$ cat config.mk
export PLATFORM = sky130hd
export DESIGN_NAME = alu_arbiter
export DESIGN_NICKNAME = d
export VERILOG_FILES = /design/src/rtl/alu_arbiter.sv
export SDC_FILE = /design/constraint.sdc
export NUM_CORES = 1
export LEC_CHECK = 0
export BUFFER_PORTS_ARGS = -buffer_cell sky130_fd_sc_hd__buf_4
export CAP_MARGIN = 20
export CORE_UTILIZATION = 46
export DETAILED_ROUTE_END_ITERATION = 10
export GPL_TIMING_DRIVEN = 0
export HOLD_SLACK_MARGIN = 0.15
export PLACE_DENSITY = 0.78
export REMOVE_ABC_BUFFERS = 1
export SLEW_MARGIN = 10
export SYNTH_ARGS = -nofsm -noshare
export SYNTH_HDL_FRONTEND = slang
export SYNTH_SLANG_ARGS = --single-unit
$ cat constraint.sdc
create_clock -name clock -period 1.6 [get_ports clock]
set_input_delay 0.08 -clock clock [delete_from_list [all_inputs] [get_ports clock]]
set_output_delay 0.08 -clock clock [all_outputs]
set_load 0.01 [all_outputs]
$ cat src/rtl/alu_arbiter.sv
// alu_arbiter: shares one combinational 4-bit ALU core between two requesters.
// Define ALU_ARB_RR_EN for round-robin tie-break; default is fixed priority (req0).
module alu_arbiter #(
    parameter int ERR_CNT_W = 8
) (
    input  logic                 clock,
    input  logic                 rst_n,
    input  logic                 req0,
    input  logic                 req1,
    input  logic [3:0]           op0,
    input  logic [3:0]           a0,
    input  logic [3:0]           b0,
    input  logic [3:0]           op1,
    input  logic [3:0]           a1,
    input  logic [3:0]           b1,
    output logic                 gnt0,
    output logic                 gnt1,
    output logic [3:0]           alu_op,
    output logic [3:0]           alu_a,
    output logic [3:0]           alu_b,
    input  logic [3:0]           alu_result,
    input  logic                 alu_overflow,
    output logic                 rsp_valid,
    output logic                 rsp_id,
    output logic [3:0]           rsp_result,
    output logic                 rsp_ovf,
    output logic                 rsp_err,
    output logic                 busy,
    output logic [ERR_CNT_W-1:0] err_count
);

    localparam logic [1:0] ST_IDLE = 2'd0;
    localparam logic [1:0] ST_EXEC = 2'd1;
    localparam logic [1:0] ST_RESP = 2'd2;

    localparam logic [ERR_CNT_W-1:0] CNT_ONE = ERR_CNT_W'(1);
    localparam logic [ERR_CNT_W-1:0] CNT_MAX = {ERR_CNT_W{1'b1}};

    logic [1:0]           r_state;
    logic                 r_gnt0;
    logic                 r_gnt1;
    logic                 r_id;
    logic                 r_err;
    logic [3:0]           r_op;
    logic [3:0]           r_a;
    logic [3:0]           r_b;
    logic                 r_rsp_valid;
    logic                 r_rsp_id;
    logic [3:0]           r_rsp_result;
    logic                 r_rsp_ovf;
    logic                 r_rsp_err;
    logic [ERR_CNT_W-1:0] r_err_count;

    logic       w_any;
    logic       w_win;
    logic       w_grant;
    logic       w_err;
    logic [3:0] w_op;
    logic [3:0] w_a;
    logic [3:0] w_b;

    assign w_any   = req0 | req1;
    assign w_grant = w_any && (r_state != ST_EXEC);

`ifdef ALU_ARB_RR_EN
    logic r_last;

    // On a tie the requester not served last wins.
    assign w_win = (req0 & req1) ? ~r_last : req1;

    // Remember who was granted most recently; reset favours requester 0.
    always_ff @(posedge clock or negedge rst_n) begin
        if (!rst_n) begin
            r_last <= 1'b1;
        end else if (w_grant) begin
            r_last <= w_win;
        end
    end
`else
    // Requester 0 always wins a tie.
    assign w_win = ~req0;
`endif

    assign w_op  = w_win ? op1 : op0;
    assign w_a   = w_win ? a1  : a0;
    assign w_b   = w_win ? b1  : b0;
    assign w_err = (w_op >= 4'hD) || ((w_op == 4'h9) && (w_b == 4'h0));

    // Control FSM: grant from IDLE/RESP, one EXEC cycle, then RESP.
    always_ff @(posedge clock or negedge rst_n) begin
        if (!rst_n) begin
            r_state <= ST_IDLE;
        end else if (w_grant) begin
            r_state <= ST_EXEC;
        end else if (r_state == ST_EXEC) begin
            r_state <= ST_RESP;
        end else begin
            r_state <= ST_IDLE;
        end
    end

    // Latch the winner's operation and pulse its grant.
    always_ff @(posedge clock or negedge rst_n) begin
        if (!rst_n) begin
            r_gnt0 <= 1'b0;
            r_gnt1 <= 1'b0;
            r_id   <= 1'b0;
            r_err  <= 1'b0;
            r_op   <= 4'h0;
            r_a    <= 4'h0;
            r_b    <= 4'h0;
        end else begin
            r_gnt0 <= w_grant & ~w_win;
            r_gnt1 <= w_grant & w_win;
            if (w_grant) begin
                r_id  <= w_win;
                r_err <= w_err;
                r_op  <= w_op;
                r_a   <= w_a;
                r_b   <= w_b;
            end
        end
    end

    // Capture the settled core output at the end of EXEC; rejected ops read as zero.
    always_ff @(posedge clock or negedge rst_n) begin
        if (!rst_n) begin
            r_rsp_valid  <= 1'b0;
            r_rsp_id     <= 1'b0;
            r_rsp_result <= 4'h0;
            r_rsp_ovf    <= 1'b0;
            r_rsp_err    <= 1'b0;
        end else begin
            r_rsp_valid <= (r_state == ST_EXEC);
            if (r_state == ST_EXEC) begin
                r_rsp_id     <= r_id;
                r_rsp_result <= r_err ? 4'h0 : alu_result;
                r_rsp_ovf    <= r_err ? 1'b0 : alu_overflow;
                r_rsp_err    <= r_err;
            end
        end
    end

    // Count rejected responses, holding at all-ones.
    always_ff @(posedge clock or negedge rst_n) begin
        if (!rst_n) begin
            r_err_count <= '0;
        end else if ((r_state == ST_EXEC) && r_err && (r_err_count != CNT_MAX)) begin
            r_err_count <= r_err_count + CNT_ONE;
        end
    end

    assign gnt0       = r_gnt0;
    assign gnt1       = r_gnt1;
    assign alu_op     = r_op;
    assign alu_a      = r_a;
    assign alu_b      = r_b;
    assign rsp_valid  = r_rsp_valid;
    assign rsp_id     = r_rsp_id;
    assign rsp_result = r_rsp_result;
    assign rsp_ovf    = r_rsp_ovf;
    assign rsp_err    = r_rsp_err;
    assign busy       = (r_state == ST_EXEC);
    assign err_count  = r_err_count;

endmodule

# Yosys cells after proc, flatten, opt, wreduce, memory -nomap -nowiden

Index checks and enable logic that the tools add are counted.

Reduce and logical (&&, ||, !) cells: 6
Mux-type cells: 7
Order comparisons: 1
Bitwise operators: 4
Equality and inequality tests: 4
Add/subtract/negate cells: 1

Operator list:

| cell                                                  | count |
|---|---|
| 2-to-1 mux 4 bit                                      | 4 |
| adder 8 x 1 -> 8 bit, second input constant           | 1 |
| inequality test 8 bit, second input constant          | 1 |
| equality test 4 bit, second input constant            | 1 |
| >= comparator 4 bit, second input constant            | 1 |
| logical AND 1 bit                                     | 4 |
| logical NOT 4 bit                                     | 1 |
| 2-to-1 mux 2 bit                                      | 2 |
| bitwise AND 1 bit                                     | 2 |
| equality test 2 x 1 -> 1 bit, second input constant   | 1 |
| inequality test 2 x 1 -> 1 bit, second input constant | 1 |
| logical OR 1 bit                                      | 1 |
| 2-to-1 mux 1 bit                                      | 1 |
| inverter 1 bit                                        | 1 |
| bitwise OR 1 bit                                      | 1 |

Output and inout bits: 31
Bits in registers: 34
Input port bits: 33

# Logic depth before layout (Yosys ltp)

Depth after elaboration: 4
Depth in mapped cells: 5

# Least setup slack after synthesis

OpenSTA, ideal clock, no wires.

Kind: register -> register
Start point: register r_err_count[0] (netlist: err_count[0])
End point: register r_err_count[7] (netlist: err_count[7])
Stages on the path, launching flop included: 6
Path slack: 0.194 ns
Period minus slack after synthesis: 1.406 ns
Data arrival time: 1.274 ns
Library setup time: 0.132 ns
Cells stage by stage: dfrtp_1 ha_1 nand3_1 o21bai_1 nor3_1 xor2_1

Word-level cells in the longest chain between the ends: 2

Ends and longest elaborated chain:

| item                                                         | RTL line | source |
|---|---|---|
| start, declared                                              | 52       | `logic [ERR_CNT_W-1:0] r_err_count;` |
| start signal, assigned                                       | 149      | `r_err_count <= r_err_count + CNT_ONE;` |
| branches (longest 2 deep; another with adder 8 x 1 -> 8 bit) | --       |  |

Parallel ways; which one is timed is not known.
A chain may end at the register's enable or synchronous reset.

# Worst setup path in the final report

Start point: input req0
End point: register r_b[2] (netlist: alu_b[2])

Word-level cells in the longest chain between the ends: 2

Ends and longest elaborated chain:

| item                 | RTL line | source |
|---|---|---|
| start, declared      | 8        | `input logic req0,` |
| bitwise OR 1 bit     | 62       | `assign w_any = req0 \| req1;` |
| logical AND 1 bit    | 63       | `assign w_grant = w_any && (r_state != ST_EXEC);` |
| end signal, assigned | 120      | `r_b <= w_b;` |
| end, declared        | 46       | `logic [3:0] r_b;` |

Parallel ways exist; a longest one is shown, timed or not.

==> flow_summary_export.csv <==
group,metric,value,unit
outcome,status,"complete, but fails checks",
outcome,violations,"design-rule violations",
die,rows,19,
yosys,synth_area_leaders,"dfrtp_1 (57%), a21oi_1 (4.9%), mux2i_1 (4.9%)",
die,core,0.00285,sq mm
grt,gr-total-overflow,0,
cts,clock_latency,0.33,ns
sta,fin_crit,1.49,ns
detailed_routing,drt-total-wl,4.03,mm
cells_and_area,fin_util,81.8,%
cts,clockBufferDepth,2,
setup_path,critPathLaunchType,"primary input",
setup_path,end_kind,"register",
cts,cts.sinks,33,
sta,finalSetupViolCount,0,
sta,rsz0062_at_grt,"no",
detailed_routing,ant_nets,0,
cells_and_area,final_nets,273,
cts,cts-root-buf,"clkbuf_4",
detailed_routing,drcViolationCount,4,
yosys,synth_edf_count,0,
yosys,synth-main-ff-cell,"dfrtp_1",
die,die-height,58.0,microns
yosys,ys_seq_area_share,57.3,%
yosys,yosys-top-cells-count,"dfrtp_1 (33), nand2_1 (17), a21oi_1 (14), nor2_1 (14)",
placed_design,gp_congestion,0.745,
die,io_pins,64,
setup_path,cp_max_fo,14,
min_path,min_path_type,"primary input to register",
detailed_routing,dr.pass1.iters,8,
sta,slew_headroom,72.5,%
yosys,synthArstFlopShare,100,%
yosys,ys_ff_latch,33,
grt,antenna_found_initial,0,
setup_path,timing.rr.end,"err_count[7]",
placed_design,dp_hpwl,2.34,mm
setup_path,reg2regPathDepth,5,
cells_and_area,fill_cells,188,
yosys,synth.top_cell.area_share,57.3,%
sta,final_max_slew_viol_count,0,
placed_design,dp_slack,-0.499,ns
job,maxCapViolations,0,
sta,max_freq,673,MHz
power,vdd_drop_max,0.924,mV
yosys,synth_cell_types,29,
power,p_leak,1.14,nW
detailed_routing,vias,1449,
setup_path,worstPathArrival,1.70,ns
detailed_routing,drt_iter0_drc,75,
grt,grt_pass1_wl,6.47,mm
setup_path,critPathKind,"primary input to register",
yosys,avgSynthCellArea,10.3,sq um
cells_and_area,post_route_cells_drive_above_1_share,31.4,%
cts,htreeDepth,2,
die,fp.dieW,58.0,microns
die,start_util,50.5,%
sta,tns,0,ns
setup_path,worstPathRequired,1.82,ns
setup_path,r2r_start,"err_count[0]",
sta,finalHoldWorstSlack,0.164,ns
cells_and_area,area_delta_synth_final,62.0,%
die,dieArea,0.00336,sq mm
cells_and_area,antenna_cells,0,
grt,grt_pass1_vias,1472,
yosys,synthCells,140,
sta,hold_viol,0,
yosys,yosysTopAreaCell,"dfrtp_1",
cts,cts_tree,"built",
setup_path,cp-startpoint,"req0",
power,p_per_area,1450,mW/mm^2
sta,skew,0.00137,ns
setup_path,regToRegSetupSlack,0.20,ns
sta,fin_ws,0.114,ns
yosys,netlist_area,0.00144,sq mm
grt,grt_max_degree,34,
sta,tightest_slew,0.413,ns
sta,timing.final.crit_share,92.9,%
yosys,synth.most_common_cell,"dfrtp_1",
placed_design,port_buffers,63,
detailed_routing,drt-vias-per-instance,5.37,
detailed_routing,wl_per_cell,14.9,microns
cts,cts_inserted_buffers,5,
yosys,yosysWarnings,0,
cts,clkSlewWorstSetupHoldPaths,0.09,ns
setup_path,endpoint,"alu_b[2]",
grt,grt.total_usage,25.8,%
cell families after synthesis:
logic type               synth area share [%]
AND/OR/NAND/NOR                          16.8
AO/OA/AOI/OAI                            13.4
flip-flops                               57.3
buffers and inverters                    2.52
XOR/XNOR                                 4.25
multiplexers                             4.86
adder cells (fa/ha/maj)                 0.868
what timing repair did:
| item | 4_1_cts | 5_1_grt |
|---|---|---|
| setup buffers | 2 | 0 |
| pin swaps | 1 | 0 |
| hold buffers | 32 | 0 |
| setup endpoints to repair | 15 | 11 |
| gates resized for setup | 2 | 2 |
| endpoints found under the hold margin | 53 | 0 |
worst max-delay path, cell delays in order:
cell and delay [ns]:
dlygate4sd3_1 0.53, buf_4 0.22, mux2i_1 0.22, dlygate4sd3_1 0.57
a21oi_1 0.07
per-layer routing:
metal / share of wire (%) / track usage, % / vias to the layer above
li1: - / - / 687
met1: 39 / 28.7 / 684
met2: 51 / 46.1 / 65
met3: 5.8 / 5.58 / 13
met4: 3.4 / 13.6 / 0
met5: 0 / 0 / -
cell usage in the layout (no fill, tap or decap), types with 3 or more instances in the layout:
master,netlist,routed
a21oi_1,14,14
buf_4,1,65
clkbuf_4,0,5
dfrtp_1,33,33
dlygate4sd3_1,0,32
inv_1,3,3
mux2i_1,7,7
nand2_1,17,17
nand2b_1,6,5
nand4_1,3,3
nor2_1,14,14
o21ai_0,6,6
o22ai_1,7,7
xnor2_1,4,4
xor2_1,3,3
sequential cells by signal, summed over array words and instances, names as in the netlist:
register,count
gnt1,1
rsp_ovf,1
rsp_id,1
alu_op,4
gnt0,1
rsp_err,1
r_id,1
alu_b,4
err_count,8
r_err,1
rsp_result,4
alu_a,4
r_state,1
rsp_valid,1
worst min-delay path by stage:
stage / startpoint / endpoint / slack, ns / depth (start not counted)
2_1_floorplan: rst_n / alu_a[0] / -0.22 / 0
3_3_place_gp: rst_n / err_count[5] / 0.04 / 1
3_5_place_dp: rst_n / err_count[6] / 0.05 / 1
4_1_cts: op1[3] / alu_op[3] / 0.15 / 4
5_1_grt: a1[3] / alu_a[3] / 0.19 / 4
6_report: op1[3] / alu_op[3] / 0.16 / 4
area by class of cell:
class | instances | area (sq um) | share of cell area [%]
sequential | 33 | 826 | 35.4
tap | 31 | 38.8 | 1.66
inverter | 3 | 11.3 | 0.482
multi-input combinational | 99 | 596 | 25.5
timing repair buffer | 97 | 808 | 34.6
clock buffer | 7 | 55.1 | 2.36
through the flow:
step | area [sq um] | cells | power (mW)
5_1_grt | 2330 | 270 | 3.60
4_1_cts | 2330 | 270 | 3.35
3_3_place_gp | 1930 | 229 | 2.72
3_5_place_dp | 1930 | 229 | 2.77
6_report | 2330 | 270 | 3.38
2_1_floorplan | 1420 | 135 | 2.05
report_power, final:
group	internal, mW	total [mW]	switching (mW)
clock	0.207	0.470	0.263
sequential	1.17	1.44	0.273
combinational	0.765	1.47	0.703
No activity file was read; power rests on OpenSTA's default activity.
